<file path="src/rtl/exec_cc_stage.sv">
// rtl/exec_cc_stage.sv - Y86 execute-stage condition codes, jXX/cmovXX evaluation and E->M pipeline register
//
// Ports:
//   clk, rst_n                  clock, synchronous active-low reset
//   E_stat/E_icode/E_ifun       instruction in execute
//   E_valA, E_dstE, E_dstM      operand A and destinations carried to memory
//   alu_res, alu_zf/sf/of       ALU result and flags for the current operation
//   m_stat, W_stat              status in memory / writeback (gate CC writes)
//   M_stall, M_bubble           M register control (stall wins over bubble)
//   e_Cnd, e_dstE               combinational condition and effective dstE
//   cc_zf, cc_sf, cc_of         condition-code register
//   M_*                         execute->memory pipeline register
module exec_cc_stage #(
   parameter logic [3:0] RNONE    = 4'hF,
   parameter logic [3:0] ST_AOK   = 4'd1,
   parameter logic [3:0] ST_HLT   = 4'd2,
   parameter logic [3:0] ST_ADR   = 4'd3,
   parameter logic [3:0] ST_INS   = 4'd4,
   parameter logic [3:0] I_NOP    = 4'd1,
   parameter logic [3:0] I_RRMOVQ = 4'd2,
   parameter logic [3:0] I_OPQ    = 4'd6
) (
   input  logic        clk,
   input  logic        rst_n,
   input  logic [3:0]  E_stat,
   input  logic [3:0]  E_icode,
   input  logic [3:0]  E_ifun,
   input  logic [63:0] E_valA,
   input  logic [3:0]  E_dstE,
   input  logic [3:0]  E_dstM,
   input  logic [63:0] alu_res,
   input  logic        alu_zf,
   input  logic        alu_sf,
   input  logic        alu_of,
   input  logic [3:0]  m_stat,
   input  logic [3:0]  W_stat,
   input  logic        M_stall,
   input  logic        M_bubble,
   output logic        e_Cnd,
   output logic [3:0]  e_dstE,
   output logic        cc_zf,
   output logic        cc_sf,
   output logic        cc_of,
   output logic [3:0]  M_stat,
   output logic [3:0]  M_icode,
   output logic        M_Cnd,
   output logic [63:0] M_valE,
   output logic [63:0] M_valA,
   output logic [3:0]  M_dstE,
   output logic [3:0]  M_dstM
);

   logic sf_xor_of;
   logic m_exc;
   logic w_exc;
   logic set_cc;

   // Condition is evaluated from the architectural CC, never from the live ALU flags.
   assign sf_xor_of = cc_sf ^ cc_of;

   always_comb begin
      e_Cnd = 1'b0;
      case (E_ifun)
         4'd0:    e_Cnd = 1'b1;
         4'd1:    e_Cnd = sf_xor_of | cc_zf;
         4'd2:    e_Cnd = sf_xor_of;
         4'd3:    e_Cnd = cc_zf;
         4'd4:    e_Cnd = ~cc_zf;
         4'd5:    e_Cnd = ~sf_xor_of;
         4'd6:    e_Cnd = ~sf_xor_of & ~cc_zf;
         default: e_Cnd = 1'b0;
      endcase
   end

   // A cmov whose condition fails must not write back nor be forwarded.
   assign e_dstE = ((E_icode == I_RRMOVQ) && !e_Cnd) ? RNONE : E_dstE;

   assign m_exc  = (m_stat == ST_HLT) || (m_stat == ST_ADR) || (m_stat == ST_INS);
   assign w_exc  = (W_stat == ST_HLT) || (W_stat == ST_ADR) || (W_stat == ST_INS);
   assign set_cc = (E_icode == I_OPQ) && !m_exc && !w_exc;

   // CC register is not affected by M stall/bubble.
   always_ff @(posedge clk) begin
      if (!rst_n) begin
         cc_zf <= 1'b1;
         cc_sf <= 1'b0;
         cc_of <= 1'b0;
      end else if (set_cc) begin
         cc_zf <= alu_zf;
         cc_sf <= alu_sf;
         cc_of <= alu_of;
      end
   end

   // Priority: reset, stall (hold), bubble, load.
   always_ff @(posedge clk) begin
      if (!rst_n || (!M_stall && M_bubble)) begin
         M_stat  <= ST_AOK;
         M_icode <= I_NOP;
         M_Cnd   <= 1'b0;
         M_valE  <= 64'd0;
         M_valA  <= 64'd0;
         M_dstE  <= RNONE;
         M_dstM  <= RNONE;
      end else if (!M_stall) begin
         M_stat  <= E_stat;
         M_icode <= E_icode;
         M_Cnd   <= e_Cnd;
         M_valE  <= alu_res;
         M_valA  <= E_valA;
         M_dstE  <= e_dstE;
         M_dstM  <= E_dstM;
      end
   end

endmodule

</file>
<file path="config.mk">
export PLATFORM = sky130hd
export DESIGN_NAME = exec_cc_stage
export DESIGN_NICKNAME = d
export VERILOG_FILES = /design/src/rtl/exec_cc_stage.sv
export SDC_FILE = /design/constraint.sdc
export NUM_CORES = 1
export LEC_CHECK = 0
export CAP_MARGIN = 25
export CORE_MARGIN = 2
export CORE_UTILIZATION = 35
export DETAILED_ROUTE_END_ITERATION = 10
export DONT_BUFFER_PORTS = 1
export GPL_TIMING_DRIVEN = 0
export SYNTH_ARGS = -nofsm -noshare
export SYNTH_HDL_FRONTEND = slang
export SYNTH_SLANG_ARGS = --single-unit
</file>
<file path="constraint.sdc">
create_clock -name clk -period 2.7 [get_ports clk]
set_input_delay 0.54 -clock clk [delete_from_list [all_inputs] [get_ports clk]]
set_output_delay 0.54 -clock clk [all_outputs]
set_load 0.02 [all_outputs]
</file>
==> results of run 1 <==
==> cells by family after synthesis <==
logic type | count (synthesis) | synth area share
simple gates | 166 | 0.129
flops | 148 | 0.542
mux | 138 | 0.253
compound gates | 19 | 0.0314
xor+xnor | 1 | 0.00160
buf+inv | 40 | 0.0433
==> cell type report <==
| type | count | area [um^2] | share of cell area |
|---|---|---|---|
| Buffer | 34 | 214 | 0.0339 |
| Clock buffer | 17 | 425 | 0.0674 |
| Clock inverter | 14 | 176 | 0.0279 |
| Inverter | 6 | 22.5 | 0.00357 |
| Multi-Input combinational cell | 324 | 2260 | 0.359 |
| Sequential cell | 148 | 2960 | 0.469 |
| Tap cell | 188 | 235 | 0.0372 |
| Timing Repair Buffer | 2 | 15.0 | 0.00238 |
==> sequential cells by signal, summed over array words and instances, names as in the netlist <==
| signal | cells |
|---|---|
| M_valA | 64 |
| M_valE | 64 |
| M_dstE | 4 |
| M_dstM | 4 |
| M_icode | 4 |
| M_stat | 4 |
| M_Cnd | 1 |
| cc_of | 1 |
| cc_sf | 1 |
| cc_zf | 1 |
==> worst max-delay path: stages, from the launching register on <==
cell and delay, ps:
dfxtp_1 530, nor2b_1 120, o211a_1 290, o31ai_4 240
buf_4 190, nand2b_1 200
==> power by group through the flow <==
stage | Sequential, uW | Clock [uW] | Combinational, uW
2_1_floorplan | 2530 | 0 | 296
3_3_place_gp | 2560 | 0 | 342
3_5_place_dp | 2560 | 0 | 358
4_1_cts | 2510 | 2450 | 358
5_1_grt | 2520 | 2550 | 397
6_report | 2510 | 2400 | 352
==> per-stage QoR <==
step / worst slack, ps / total power (uW) / instances / util / cell area [um^2]
final: 162 / 5260 / 733 / 0.415 / 6320
after CTS: 50.4 / 5330 / 731 / 0.414 / 6300
after floorplan: 718 / 2830 / 512 / - / 5460
after detailed placement: 496 / 2920 / 700 / 0.375 / 5700
after global routing: 47.1 / 5470 / 733 / 0.415 / 6320
after global placement: 497 / 2900 / 700 / 0.375 / 5700
==> cell usage after synthesis <==
cell type,n
nand2_1,4
a21oi_2,1
mux2i_1,138
buf_4,20
xnor2_1,1
a32o_1,1
nand3_1,1
a21o_1,1
a32oi_1,4
nor3_1,4
o211a_1,1
clkbuf_1,5
o31ai_4,1
o31ai_1,1
or3b_1,2
nand2b_1,6
nor2b_1,10
buf_2,9
a21oi_1,2
nor2_1,136
inv_1,6
nor4b_2,1
nor3_2,2
dfxtp_1,148
o21ai_2,1
a211o_1,6
==> what timing repair did <==
item / in CTS / in global routing
setup buffers: 0 / 2
hold endpoints to repair: 0 / 0
resized for setup: 0 / 0
setup endpoints to repair: 0 / 4
==> placed cells by master, fill, tap and decap left out, types with 2 or more instances in the layout <==
| cell | n |
|---|---|
| a211o_1 | 6 |
| nor2_1 | 136 |
| nand2b_1 | 6 |
| inv_1 | 6 |
| nor3_2 | 2 |
| bufinv_16 | 3 |
| mux2i_1 | 138 |
| buf_4 | 22 |
| inv_6 | 3 |
| buf_2 | 9 |
| or3b_1 | 2 |
| clkinv_2 | 3 |
| clkbuf_1 | 5 |
| nor2b_1 | 10 |
| nor3_1 | 4 |
| clkinv_4 | 3 |
| clkbuf_16 | 17 |
| a32oi_1 | 4 |
| nand2_1 | 4 |
| a21oi_1 | 2 |
| dfxtp_1 | 148 |
==> per-layer routing <==
layer | part of all wire | up-vias | global-route usage
met2 | 0.52 | 197 | 0.301
li1 | - | 1758 | -
met3 | 0.12 | 12 | 0.0873
met1 | 0.35 | 1641 | 0.158
met5 | 0 | - | 0
met4 | 0.010 | 0 | 0.0480
==> path summary, 6_finish.rpt <==
path / startpoint / endpoint / slack, ps / depth (start not counted)
max: cc_zf$_SDFFE_PN1P_ / e_dstE[0] / 160 / 5
min: alu_of / cc_of$_SDFFE_PN0P_ / 270 / 2
max reg2reg: cc_zf$_SDFFE_PN1P_ / M_dstE[0]$_SDFFE_PP1N_ / 1000 / 6
min reg2reg: M_dstE[3]$_SDFFE_PP1N_ / M_dstE[3]$_SDFFE_PP1N_ / 590 / 2
==> out/qor.txt, run 1 <==
share of the synthesized area in the top cell type: 0.542
initial antenna violation count: 0
CTS tree: yes
Clk network pwr share: 0.456
DIE HEIGHT: 129 um
sw frac: 0.256
top post-synthesis cells by area: dfxtp_1 (54%), mux2i_1 (25%), nor2_1 (9.3%), buf_4 (2.7%), nor2b_1 (1.1%)
Area Growth Syn to Fin: 15.6%
Core Rows: 45
largest net degree at the start of global routing: 17
final antenna-violating net count: 0
Pleak: 0.00283 uW
syn_area_per_cell: 10.7 um^2
kind of end point of the critical path: output pin
Reg power frac: 0.477
Tmin final: 2540 ps
Pint: 3920 uW
HP Class: primary input to flop
PwrDens: 834 mW/mm^2
vias in the first global route: 3723
total clock sinks: 148
Mapped Cells: 512
fin crit share: 0.940
Worst Setup Start Kind: flop
FMAX: 394 MHz
final setup violation count: 0
Worst-Margin Slew: 595 ps
First-pass DRT Iterations: 4
drc violations: 0
VDD IR max: 0.391 mV
CTS clk-pin slew, worst paths: 60 ps
die footprint: 0.0166 mm^2
outcome: finished clean
Slew Limit Fails: 0
Hold Worst Slack: 274 ps
Post-Syn Nets: 675
Crit Path Max Fanout: 7
GRT Residual Overflow: 0
Comb pwr share: 0.067
final wirelength: 14100 um
H-tree depth: 4
RSZ-0062 raised after global routing: false
Setup TNS: 0 ps
share of post-route cells with drive strength above 1: 0.125
Via-to-Cell Ratio: 4.92
Nets: 696
Yosys warning count: 0
CTS Root Cell: clkbuf_16
# diodes: 0
clk_lat worst skew: 410 ps
Post-Syn Area: 0.00546 mm^2
register area share after synthesis: 0.542
final hold vios: 0
CTS Buffer Depth: 2
total CTS buffers: 17
input/output buffers: 0
MaxCap Viol Count: 0
area leader, netlist: dfxtp_1
Worst EP arrival: 2000 ps
Avg WL per Cell: 19.2 um
IO Pins: 316
Switch Pwr: 1350 uW
gr usage total: 0.164
# fillers: 1518
hold_buf cts: 0
Die Wd: 129 um
Iteration-0 DRC Markers: 64
GPL Wtd Cong: 0.772
CP required: 2160 ps
core box area: 0.0152 mm^2
worst setup path class: flop to output pin
Initial Util: 0.359
#FFs+latches synth: 148
Slew Limit Headroom: 0.603
Distinct cells, synth: 26
Final Skew: 5.85 ps
via count: 3608
first-pass GRT wire length: 20400 um
Detail Placement HPWL: 11000 um
Power figures use the tool's default switching activity.
==> run 2, diff against run 1 <==
--- a/constraint.sdc
+++ b/constraint.sdc
@@ -3,2 +3,2 @@
 set_output_delay 0.54 -clock clk [all_outputs]
-set_load 0.02 [all_outputs]
+set_load 0.1 [all_outputs]
==> out/qor.txt, run 2 (synthesis results as in run 1) <==
outcome: complete, but fails checks (was finished clean)
failing checks: setup timing
share of post-route cells with drive strength above 1: 0.144 (was 0.125)
Initial Util: 0.359 (unchanged)
Core Util, Final: 0.422 (was 0.415)
vias in the first global route: 3772 (was 3723)
Via-to-Cell Ratio: 4.93 (was 4.92)
drc violations: 0 (unchanged)
Worst EP arrival: 2160 ps (was 2000 ps)
worst-case reg-to-reg path depth: 5 (was 6)
setup slack after layout: -0.690 ps (was 162 ps)
Crit. Startpoint: cc_zf$_SDFFE_PN1P_ (unchanged)
Worst-Margin Slew: 1050 ps (was 595 ps)
via count: 3627 (was 3608)
First-pass DRT Iterations: 4 (unchanged)
MaxCap Viol Count: 0 (unchanged)
# fillers: 1491 (was 1518)
gr usage total: 0.164 (about the same)
H-tree depth: 4 (unchanged)
most common cell after layout, fill and taps aside: dfxtp_1 (unchanged)
Crit Path Max Fanout: 5 (was 7)
final antenna-violating net count: 0 (unchanged)
die footprint: 0.0166 mm^2 (unchanged)
worst setup path class: flop to output pin (unchanged)
fin crit share: 1.00 (was 0.940)
first-pass GRT wire length: 20600 um (was 20400 um)
# diodes: 0 (unchanged)
Hold Worst Slack: 273 ps (was 274 ps)
final wirelength: 14000 um (was 14100 um)
Worst Setup Start Kind: flop (unchanged)
worst reg2reg endpoint: M_Cnd$_SDFFE_PP0N_ (was M_dstE[0]$_SDFFE_PP1N_)
Core Rows: 45 (unchanged)
PwrDens: 932 mW/mm^2 (was 834 mW/mm^2)
Avg WL per Cell: 19.1 um (was 19.2 um)
Iteration-0 DRC Markers: 134 (was 64)
top flop regs: M_valA: 64 flops, M_valE: 64 flops (unchanged)
Detail Placement HPWL: 10900 um (was 11000 um)
GRT Residual Overflow: 0 (unchanged)
Tmin final: 2700 ps (was 2540 ps)
initial antenna violation count: 0 (unchanged)
Seq. cell area: 0.00297 mm^2 (was 0.00296 mm^2)
Slew Limit Headroom: 0.297 (was 0.603)
DIE HEIGHT: 129 um (unchanged)
Area Growth Syn to Fin: 17.5% (was 15.6%)
final setup violation count: 1 (was 0)
Slew Limit Fails: 0 (unchanged)
CTS Buffer Depth: 2 (unchanged)
CTS clk-pin slew, worst paths: 60 ps (about the same)
clk_lat worst skew: 410 ps (about the same)
Die Wd: 129 um (unchanged)
Worst R2R Setup Slack: 560 ps (was 1000 ps)
area occupied by multi-input gates: 0.00233 mm^2 (was 0.00226 mm^2)
CTS tree: yes (unchanged)
total clock sinks: 148 (unchanged)
VDD IR max: 0.421 mV (was 0.391 mV)
core box area: 0.0152 mm^2 (unchanged)
Final Cell Area: 0.00642 mm^2 (was 0.00632 mm^2)
CP required: 2160 ps (about the same)
most frequent cells in the layout: dfxtp_1 (145), mux2i_1 (138), nor2_1 (136), buf_4 (22), clkbuf_16 (17) (was dfxtp_1 (148), mux2i_1 (138), nor2_1 (136), buf_4 (22), clkbuf_16 (17))
total CTS buffers: 17 (unchanged)
largest net degree at the start of global routing: 17 (unchanged)
CTS Root Cell: clkbuf_16 (unchanged)
GPL Wtd Cong: 0.748 (was 0.772)
Final Skew: 5.12 ps (was 5.85 ps)
hold_buf cts: 0 (unchanged)
FMAX: 370 MHz (was 394 MHz)
IO Pins: 316 (unchanged)
Placed Instances: 700 (unchanged)
final non-filler cell total: 735 (was 733)
RSZ-0062 raised after global routing: true (was false)
HP Class: primary input to flop (unchanged)
Worst Setup EP: e_Cnd (was e_dstE[0])
Nets: 698 (was 696)
worst r2r src: cc_zf$_SDFFE_PN1P_ (unchanged)
placed inst area: 0.00571 mm^2 (was 0.00570 mm^2)
input/output buffers: 0 (unchanged)
Pleak: 0.00286 uW (was 0.00283 uW)
final hold vios: 0 (unchanged)
kind of end point of the critical path: output pin (unchanged)
==> run 2: layout make-up <==
cell class	count	area share
multi-input cells	324	0.363
plain buffers	34	0.0333
flip-flops and latches	148	0.463
repair buffers	4	0.00604
clock buffers	20	0.0711
clock inverters	11	0.0236
well taps	188	0.0366
inverters	6	0.00351
==> run 2: power by group <==
group / switching, uW / leakage (uW) / internal, uW
Combinational: 225 / 0.00136 / 171
Sequential: 878 / 0.00122 / 2290
Clock: 913 / 0.000285 / 1500
==> run 2: metrics by stage <==
stage               TNS, ps  power (uW)  setup slack [ps]
CTS                   -86.1        6030             -86.1
finish               -0.690        5980            -0.690
global route          -97.3        6200             -65.9
detailed placement    -2240        3610              -498
global placement      -2110        3590              -470
floorplan              -692        3520              -171
==> run 2: worst min-delay path by stage <==
stage,cells past startpoint,to,slack (ps),start
CTS,2,cc_sf$_SDFFE_PN0P_,250,alu_sf
floorplan,2,cc_of$_SDFFE_PN0P_,680,alu_of
global route,2,M_valE[29]$_SDFFE_PP0N_,260,alu_res[29]
detailed placement,2,M_valE[53]$_SDFFE_PP0N_,690,alu_res[53]
finish,2,cc_sf$_SDFFE_PN0P_,270,alu_sf
global placement,2,M_valA[18]$_SDFFE_PP0N_,690,E_valA[18]
==> run 2: critical path, cell delays in order, from the launching register on <==
cell	delay, ps
dfxtp_4	570
nor2b_4	80
o211a_4	250
nor3_4	840
==> run 2: per-layer routing <==
| metal | GRT usage | vias up | share of wire |
|---|---|---|---|
| li1 | - | 1765 | - |
| met1 | 0.170 | 1671 | 0.37 |
| met2 | 0.292 | 183 | 0.51 |
| met3 | 0.0798 | 8 | 0.11 |
| met4 | 0.0492 | 0 | 0.0085 |
| met5 | 0 | - | 0 |
==> run 2: what timing repair did <==
action	CTS	global route
pin swaps	3	3
gates resized for setup	16	2
endpoints found under the setup margin	5	5
buffers inserted	2	1
==> run 3, diff against run 2 <==
GPL_ROUTABILITY_DRIVEN = 1   (was not set)
==> results of run 3 <==
Same layout as run 2: the final DEF is identical, and so are final timing and power.
